$ cat src/rtl/sha256_w_expander_seq_if.sv
// Stream/control bundle between the SHA-256 schedule expander and its neighbours.
// A word moves on any rising edge where w_valid and w_ready are both high. w_valid
// never waits on w_ready, and w_out/w_idx stay stable while w_valid=1 and w_ready=0.
interface sha256_w_expander_seq_if;
  logic         start;
  logic         pad_mode;
  logic [511:0] block_in;
  logic         abort;
  logic         w_ready;
  logic         w_valid;
  logic [31:0]  w_out;
  logic [5:0]   w_idx;
  logic         busy;
  logic         done;

  modport master (
    output start, pad_mode, block_in, abort, w_ready,
    input  w_valid, w_out, w_idx, busy, done
  );

  modport slave (
    input  start, pad_mode, block_in, abort, w_ready,
    output w_valid, w_out, w_idx, busy, done
  );
endinterface

$ cat src/rtl/sha256_w_expander_seq.sv
// Sequential SHA-256 message schedule: loads a 512-bit block (or a 256-bit digest
// plus fixed padding) and streams W[0..ROUNDS-1] through a 16-word sliding window.
module sha256_w_expander_seq #(
  parameter int          ROUNDS       = 64,
  parameter logic [31:0] PAD_MSG_BITS = 32'd256
) (
  input  logic                      CLK,
  input  logic                      RST,
  sha256_w_expander_seq_if.slave    bus,
  output logic                      dbg_state
);

  typedef enum logic {IDLE = 1'b0, RUN = 1'b1} state_t;

  state_t      state, state_nxt;
  logic [31:0] win [16];
  logic [5:0]  t;
  logic        done_q;
  logic        load, hs, last;
  logic [31:0] new_word;

  function automatic logic [31:0] sig0(input logic [31:0] x);
    return {x[6:0], x[31:7]} ^ {x[17:0], x[31:18]} ^ (x >> 3);
  endfunction

  function automatic logic [31:0] sig1(input logic [31:0] x);
    return {x[16:0], x[31:17]} ^ {x[18:0], x[31:19]} ^ (x >> 10);
  endfunction

  assign load     = (state == IDLE) && bus.start && !bus.abort;
  assign hs       = (state == RUN) && bus.w_ready;
  assign last     = (t == 6'(ROUNDS - 1));
  assign new_word = sig1(win[14]) + win[9] + sig0(win[1]) + win[0];

  always_ff @(posedge CLK or negedge RST) begin
    if (!RST) state <= IDLE;
    else      state <= state_nxt;
  end

  always_comb begin
    state_nxt = state;
    case (state)
      IDLE: if (load) state_nxt = RUN;
      RUN: begin
        // abort wins over a handshake landing in the same cycle
        if (bus.abort)      state_nxt = IDLE;
        else if (hs && last) state_nxt = IDLE;
      end
      default: state_nxt = IDLE;
    endcase
  end

  always_comb begin
    bus.w_valid = (state == RUN);
    bus.busy    = (state == RUN);
    bus.w_out   = (state == RUN) ? win[0] : 32'h0;
    bus.w_idx   = (state == RUN) ? t : 6'd0;
    bus.done    = done_q;
    dbg_state   = state;
  end

  always_ff @(posedge CLK or negedge RST) begin
    if (!RST) begin
      for (int k = 0; k < 16; k++) win[k] <= 32'h0;
      t      <= 6'd0;
      done_q <= 1'b0;
    end else begin
      done_q <= 1'b0;
      if (load) begin
        for (int k = 0; k < 16; k++) begin
          if (bus.pad_mode && k == 8)       win[k] <= 32'h8000_0000;
          else if (bus.pad_mode && k == 15) win[k] <= PAD_MSG_BITS;
          else if (bus.pad_mode && k > 8)   win[k] <= 32'h0;
          else                              win[k] <= bus.block_in[511 - 32*k -: 32];
        end
        t <= 6'd0;
      end else if (state == RUN) begin
        if (bus.abort) begin
          t <= 6'd0;
        end else if (hs) begin
          for (int k = 0; k < 15; k++) win[k] <= win[k+1];
          win[15] <= new_word;
          t       <= last ? 6'd0 : t + 6'd1;
          done_q  <= last;
        end
      end
    end
  end

endmodule

$ cat src/flat_wrapper.sv
// flat-port wrapper written by rule: the top's interface ports become plain ports
module sha256_w_expander_seq_flat 
#(
  parameter int          ROUNDS       = 64,
  parameter logic [31:0] PAD_MSG_BITS = 32'd256
)
  (CLK, RST, dbg_state, bus_start, bus_pad_mode, bus_block_in, bus_abort, bus_w_ready, bus_w_valid, bus_w_out, bus_w_idx, bus_busy, bus_done);
  sha256_w_expander_seq_if bus_i ();
  input  logic CLK;
  input  logic RST;
  output logic dbg_state;
  input wire logic [$bits(bus_i.start)-1:0] bus_start;
  input wire logic [$bits(bus_i.pad_mode)-1:0] bus_pad_mode;
  input wire logic [$bits(bus_i.block_in)-1:0] bus_block_in;
  input wire logic [$bits(bus_i.abort)-1:0] bus_abort;
  input wire logic [$bits(bus_i.w_ready)-1:0] bus_w_ready;
  output wire logic [$bits(bus_i.w_valid)-1:0] bus_w_valid;
  output wire logic [$bits(bus_i.w_out)-1:0] bus_w_out;
  output wire logic [$bits(bus_i.w_idx)-1:0] bus_w_idx;
  output wire logic [$bits(bus_i.busy)-1:0] bus_busy;
  output wire logic [$bits(bus_i.done)-1:0] bus_done;
  assign bus_i.start = bus_start;
  assign bus_i.pad_mode = bus_pad_mode;
  assign bus_i.block_in = bus_block_in;
  assign bus_i.abort = bus_abort;
  assign bus_i.w_ready = bus_w_ready;
  assign bus_w_valid = bus_i.w_valid;
  assign bus_w_out = bus_i.w_out;
  assign bus_w_idx = bus_i.w_idx;
  assign bus_busy = bus_i.busy;
  assign bus_done = bus_i.done;
  sha256_w_expander_seq #(.ROUNDS(ROUNDS), .PAD_MSG_BITS(PAD_MSG_BITS)) u_core (.CLK(CLK), .RST(RST), .bus(bus_i), .dbg_state(dbg_state));
endmodule
$ cat config.mk
export PLATFORM = sky130hd
export DESIGN_NAME = sha256_w_expander_seq_flat
export DESIGN_NICKNAME = d
export VERILOG_FILES = /design/src/rtl/sha256_w_expander_seq_if.sv /design/src/rtl/sha256_w_expander_seq.sv /design/src/flat_wrapper.sv
export SDC_FILE = /design/constraint.sdc
export NUM_CORES = 1
export LEC_CHECK = 0
export BUFFER_PORTS_ARGS = -buffer_cell sky130_fd_sc_hd__buf_2
export CORE_ASPECT_RATIO = 1.5
export CORE_MARGIN = 2
export CORE_UTILIZATION = 51
export CTS_CLUSTER_DIAMETER = 200
export DETAILED_ROUTE_END_ITERATION = 10
export PLACE_DENSITY = 0.85
export SYNTH_ARGS = -nofsm -noshare
export SYNTH_HDL_FRONTEND = slang
export SYNTH_SLANG_ARGS = --single-unit
$ cat constraint.sdc
create_clock -name CLK -period 3.9 [get_ports CLK]
set_input_delay 0.585 -clock CLK [delete_from_list [all_inputs] [get_ports CLK]]
set_output_delay 0.585 -clock CLK [all_outputs]
set_load 0.03 [all_outputs]
; ---- Word level (Yosys, flattened, before mapping)
; Index checks and enable logic that the tools add are counted.
[classes]
add_sub_neg = 4
n_bitwise = 5
n_eq_ne = 2
n_mux = 27
reduce_logical = 10
[op_table]
columns = operator, count
row1 = $mux W512, 4
row2 = $mux W32, 9
row3 = $add A32 B32 Y32, 3
row4 = $xor A32 B32 Y32, 2
row5 = $mux W6, 6
row6 = $xor A32 B22 Y32, 1
row7 = $xor A32 B29 Y32, 1
row8 = $mux W1, 7
row9 = $add A6 B1 Y6 const B, 1
row10 = $eq A6 B6 Y1 const B, 1
row11 = $logic_and A1 B1 Y1, 4
row12 = $reduce_bool A2 Y1, 2
row13 = $reduce_and A3 Y1, 1
row14 = $reduce_bool A3 Y1, 1
row15 = $ne A2 B1 Y1 const B, 1
row16 = $pmux W1 S2, 1
row17 = $reduce_and A2 Y1, 1
row18 = $logic_not A1 Y1, 1
row19 = $not A1 Y1, 1
[totals]
ff_bits = 520
output_inout_bits = 42

; ---- Longest topological paths before layout
[logic_depth]
depth_word = 9
mapped_depth = 17
depth_no_buf = 15

; ---- Worst setup path before layout
; Ideal clock, no wire load.
[synth_path]
kind = reg2reg
from = register u_core.win[452] in the netlist's numbering
to = register u_core.win[27] in the netlist's numbering
arrival_ps = 3922
path_buffers = 1
slack_ps = -109
path_stages_with_launch = 16
cell_sequence = dfrtp_1 -> clkbuf_1 -> xnor2_1 -> xnor2_1 -> fa_1 -> fa_1 -> ha_1 -> fa_1 -> a21o_1 -> and3_1 -> o21ai_1 -> a31oi_4 -> o21ai_2 -> a32oi_2 -> xnor2_1 -> a211oi_2
[synth_between]
elab_chain_cells = 8
[synth_rtl]
columns = element, line
row1 = start: declaration, sha256_w_expander_seq.sv:16  ; logic [31:0] win [16];
row2 = start signal: indexed assignment, sha256_w_expander_seq.sv:74  ; else win[k] <= bus.block_in[511 - 32*k -: 32];
row3 = $xor A32 B32 Y32, sha256_w_expander_seq.sv:23  ; return {x[6:0], x[31:7]} ^ {x[17:0], x[31:18]} ^ (x >> 3);
row4 = $xor A32 B29 Y32 *, sha256_w_expander_seq.sv:23
row5 = $add A32 B32 Y32 * (2 in series), sha256_w_expander_seq.sv:33  ; assign new_word = sig1(win[14]) + win[9] + sig0(win[1]) + win[0];
row6 = $mux W512 *, sha256_w_expander_seq.sv:80  ; end else if (hs) begin
row7 = $mux W512 *, sha256_w_expander_seq.sv:78  ; if (bus.abort) begin
row8 = $mux W512 *, sha256_w_expander_seq.sv:77  ; end else if (state == RUN) begin
row9 = $mux W512 *, sha256_w_expander_seq.sv:69  ; if (load) begin
; Every way passes the cells marked *; elsewhere a longest branch is shown, timed or not. The select of a mux whose other input is x is not followed.
; A chain may end at the register's enable or synchronous reset.

; ---- Worst setup path after layout
[layout_path]
from = register u_core.win[38] in the netlist's numbering
to = register u_core.win[26] in the netlist's numbering
[layout_between]
elab_chain_cells = 9
[layout_rtl]
columns = element, line
row1 = $xor A32 B32 Y32, sha256_w_expander_seq.sv:27  ; return {x[16:0], x[31:17]} ^ {x[18:0], x[31:19]} ^ (x >> 10);
row2 = $xor A32 B22 Y32, sha256_w_expander_seq.sv:27
row3 = $add A32 B32 Y32 (3 in series), sha256_w_expander_seq.sv:33
row4 = $mux W512, sha256_w_expander_seq.sv:80
row5 = $mux W512, sha256_w_expander_seq.sv:78
row6 = $mux W512, sha256_w_expander_seq.sv:77
row7 = $mux W512, sha256_w_expander_seq.sv:69
; No other way between the ends. The select of a mux whose other input is x is not followed.

==> metrics.md <==
| Metric | Value |
|---|---|
| Result of the run | `finished, violations left` |
| Violated checks | `negative hold slack, negative setup slack` |
| Critical path data arrival time | `between 4000 and 5000 ps` |
| Reg-to-Reg Start | `u_core.win[38]` |
| Commonest non-fill, non-tap cells in the layout | `sky130_fd_sc_hd__nand2_1, sky130_fd_sc_hd__buf_2, sky130_fd_sc_hd__dfrtp_1, sky130_fd_sc_hd__a21oi_1, sky130_fd_sc_hd__a22oi_1` |
| Area of the core | `between 0.05 and 0.06 sq mm` |
| Average footprint of a synthesized cell | `8.87 sq um` |
| Fmax achieved | `~250 MHz` |
| Die area | `around 0.057 sq mm` |
| Total via count in the routed design | `approximately 27000` |
| Post-layout power | `between 40 and 50 mW` |
| Pin count of the biggest net entering global routing | `between 150 and 200` |
| Most instantiated flip-flop cell in the synthesis netlist | `sky130_fd_sc_hd__dfrtp_1` |
| Critical register-to-register path endpoint | `u_core.win[26]` |
| Cell area after placement | `around 0.032 sq mm` |
| Drc violations | `0` |
| CP Capture Type | `register` |
| Setup clock skew after layout | `between 30 and 40 ps` |
| Floorplan die height | `291 um` |
| Final setup viols | `5` |
| Routed Antenna Nets | `0` |
| Synthesis warning total | `0` |
| Fraction of power consumed by sequential logic | `about a fifth` |
| Type of the worst min-delay path | `input pin to asynchronous set/reset pin` |
| Per-cell via count in the routed design | `about 6.0` |
| Portion of synthesized cell area occupied by the leading cell type | `about 46%` |
| FF-to-FF setup slack | `-60 ps` |
| Minimum clock period | `3960 ps` |
| Asr flop ratio synth | `100%` |
| Switching power as a share of total power | `roughly 45%` |
| Syn nets | `around 3800` |
| Final cycle utilization of the critical path | `101%` |
| Routed WL per cell | `approximately 26 um` |
| First-pass GRT wire length | `165000 um` |
| Max-slew violation total from the final report | `0` |
| Post-Synthesis Cell Area | `between 0.02 and 0.03 sq mm` |
| Final hold viol count | `1` |
| Top cell type by total area after synthesis | `sky130_fd_sc_hd__dfrtp_1` |
| Synthesized netlist cell count | `about 3200` |
| Clock share of power | `between 10% and 20%` |
| Crit path setup slack, layout | `-56.2 ps` |
| Total half-perimeter wirelength after legalization and detailed placement | `around 85000 um` |
| Critical path launch point type | `register` |
| I/O pins | `560` |
| Via count of the first global-routing pass | `~26000` |
| Distinct cell type count after synthesis | `58` |
| Fill cells | `4504` |
| Compound-Gate Fraction of Synth Area | `a little under a quarter` |
| Net count, final | `roughly 4300` |
| CTS Buffer Depth | `3` |
| Number of synthesized register bits | `520` |
| Clock Sinks | `between 500 and 600` |
| Share of synthesized cell area in full adder, half adder and majority cells | `under 10%` |
| Setup repair after global routing missed its margin | `true` |
| Number of cell rows | `~110` |
| Most common cell after layout, fill and taps aside | `sky130_fd_sc_hd__nand2_1` |
| Starting utilization of the core area | `~51%` |
| Worst slew slack as a fraction of its limit | `42.6%` |
| Initial antenna violation count | `19` |
| Length in cells of the worst reg-to-reg path | `15` |
| Detailed-routing iteration count for the pre-antenna-repair pass | `7` |
| TritonCTS clock tree | `yes` |
| Number of enable-type register cells in the synthesized netlist | `0` |
| Portion of netlist area occupied by mux cells | `less than 1%` |
| Simple logic cell fraction of the synthesized area | `~13%` |
| Parity-gate share of the synthesized area counting xor and xnor cells | `around 4.6%` |
| Routability cong. | `1.01` |
| Dpl ws | `-211 ps` |
| Portion of total power attributed to combinational logic | `about 68%` |
| Clock latency of the later-clocked register in the worst-skew pair | `roughly 620 ps` |
| Power per standard cell area | `between 1000 and 1500 mW/mm^2` |
| Congestion Overflow GR | `0` |
| Layout overhead on the synthesized area | `25.6%` |
| Switching power of the nets | `~19 mW` |
| Crit path kind | `register to register` |
| # port buffers | `roughly 560` |
| Share of layout cells above drive strength 1 | `between 20% and 30%` |
| Smallest hold slack | `-3.79 ps` |
| Clock input transition at the sequential cells of the worst setup and hold paths | `~70 ps` |
| Final routed wirelength across all metal layers | `114000 um` |
| Drt first-iter violations | `approximately 2800` |
| Share of synthesized area occupied by flip-flops and latches | `46.4%` |
| Required time reported for the critical path endpoint | `approximately 4400 ps` |
| Largest family of logic cells by synthesized area | `compound AO/OA/AOI/OAI gates` |
| Crit-path max FO | `3` |
| Die X | `slightly below 200 um` |
| Number of H-tree levels | `2` |
| IR drop worst, VDD | `1130 uV` |
| Number of buffers created by CTS | `51` |
| Synth top area cells | `sky130_fd_sc_hd__dfrtp_1, sky130_fd_sc_hd__nand2_1, sky130_fd_sc_hd__a22oi_1` |
| P_int | `23.0 mW` |
| Max-cap violations | `0` |
| Leak Pwr | `17.0 nW` |
| Clock Root Buffer | `sky130_fd_sc_hd__clkbuf_16` |
| Worst slew pin tran | `between 800 and 900 ps` |
| Non-Filler Cell Area, Final | `approximately 0.035 sq mm` |
| GRT Resource Usage Total | `approximately two fifths` |
[synth_stat cells (11+ instances only)]
| cell type | n |
|---|---|
| sky130_fd_sc_hd__nand2_1 | 647 |
| sky130_fd_sc_hd__dfrtp_1 | 520 |
| sky130_fd_sc_hd__a21oi_1 | 382 |
| sky130_fd_sc_hd__a22oi_1 | 266 |
| sky130_fd_sc_hd__clkbuf_1 | 246 |
| sky130_fd_sc_hd__o21ai_0 | 177 |
| sky130_fd_sc_hd__inv_1 | 130 |
| sky130_fd_sc_hd__o21bai_1 | 124 |
| sky130_fd_sc_hd__xnor2_1 | 121 |
| sky130_fd_sc_hd__nor3_1 | 97 |
| sky130_fd_sc_hd__a31oi_1 | 80 |
| sky130_fd_sc_hd__fa_1 | 62 |
| sky130_fd_sc_hd__and2_1 | 43 |
| sky130_fd_sc_hd__buf_2 | 39 |
| sky130_fd_sc_hd__and3_1 | 36 |
| sky130_fd_sc_hd__nor2_1 | 34 |
| sky130_fd_sc_hd__ha_1 | 32 |
| sky130_fd_sc_hd__xor2_1 | 25 |
| sky130_fd_sc_hd__buf_1 | 13 |
| sky130_fd_sc_hd__a21o_1 | 11 |
[how the worst max path moves through the flow]
stage                          startpoint             end  cells after the start
after global placement    u_core.win[453]  u_core.win[26]                     16
final                      u_core.win[38]  u_core.win[26]                     15
after detailed placement  u_core.win[453]  u_core.win[26]                     16
after floorplan           u_core.win[467]  u_core.win[27]                     15
after global routing       u_core.win[61]  u_core.win[26]                     15
after CTS                 u_core.win[452]  u_core.win[28]                     17
[what timing repair did]
| action | CTS | global route |
|---|---|---|
| pin swaps | 47 | 49 |
| hold buffers | 0 | 0 |
| setup buffers | 7 | 15 |
| setup endpoints to repair | 22 | 26 |
| resized for setup | 65 | 125 |
[power by group through the flow]
stage	sequential [mW]	clock [mW]	combinational [mW]
2_1_floorplan	7.45	0	13.3
3_3_place_gp	8.10	0	22.5
3_5_place_dp	8.15	0	22.3
4_1_cts	8.09	5.23	24.1
5_1_grt	8.25	5.44	30.3
6_report	8.19	5.20	28.3
[state kept, by name, summed over array words and instances, names as in the netlist]
signal	count
u_core.win	512
u_core.t	6
u_core.bus.busy	1
u_core.bus.done	1
[area by class of cell]
type | count | area, sq um | area share (%)
Sequential cell | 520 | 13000 | 36.9
Antenna cell | 19 | 47.5 | 0.135
Multi-Input combinational cell | 2212 | 14300 | 40.6
Clock inverter | 24 | 312 | 0.884
Timing Repair Buffer | 782 | 4790 | 13.6
Clock buffer | 67 | 1420 | 4.02
Tap cell | 695 | 870 | 2.47
Inverter | 131 | 497 | 1.41
[stage by stage]
step	utilization, %	instances	TNS, ps
2_1_floorplan	-	3165	0
3_5_place_dp	59.3	4322	-1970
3_3_place_gp	59.3	4322	-1910
6_report	64.7	4450	-176
5_1_grt	64.7	4448	-1520
4_1_cts	63.3	4419	-225
[routing by layer]
metal,vias up,GRT usage [%],part of all wire (%)
met4,4,34.9,10
met5,-,0,0.021
met3,428,6.85,7.9
met1,12900,45.9,35
met2,1603,62.0,46
li1,12000,-,-
[logic make-up (layout without fill, tap and decap cells)]
family,after synthesis,after routing
AO/OA/AOI/OAI,1080,1080
AND/OR/NAND/NOR,891,891
flip-flops,520,520
buffers and inverters,433,1004
XOR/XNOR,146,146
adder cells (fa/ha/maj),94,94
multiplexers,1,1
other,0,19
[critical path: stages, from the launching register on]
cell and delay [ps]:
sky130_fd_sc_hd__dfrtp_1 440, sky130_fd_sc_hd__xnor2_1 170, sky130_fd_sc_hd__xnor2_1 400, sky130_fd_sc_hd__fa_1 490
sky130_fd_sc_hd__inv_1 80, sky130_fd_sc_hd__fa_1 410, sky130_fd_sc_hd__inv_1 110, sky130_fd_sc_hd__ha_4 210
sky130_fd_sc_hd__and4_4 150, sky130_fd_sc_hd__and3_4 160, sky130_fd_sc_hd__a31o_1 180, sky130_fd_sc_hd__a41o_1 260
sky130_fd_sc_hd__or3_4 370, sky130_fd_sc_hd__a21oi_2 150, sky130_fd_sc_hd__xor2_1 150, sky130_fd_sc_hd__a211oi_1 80
Power figures use the tool's default switching activity.
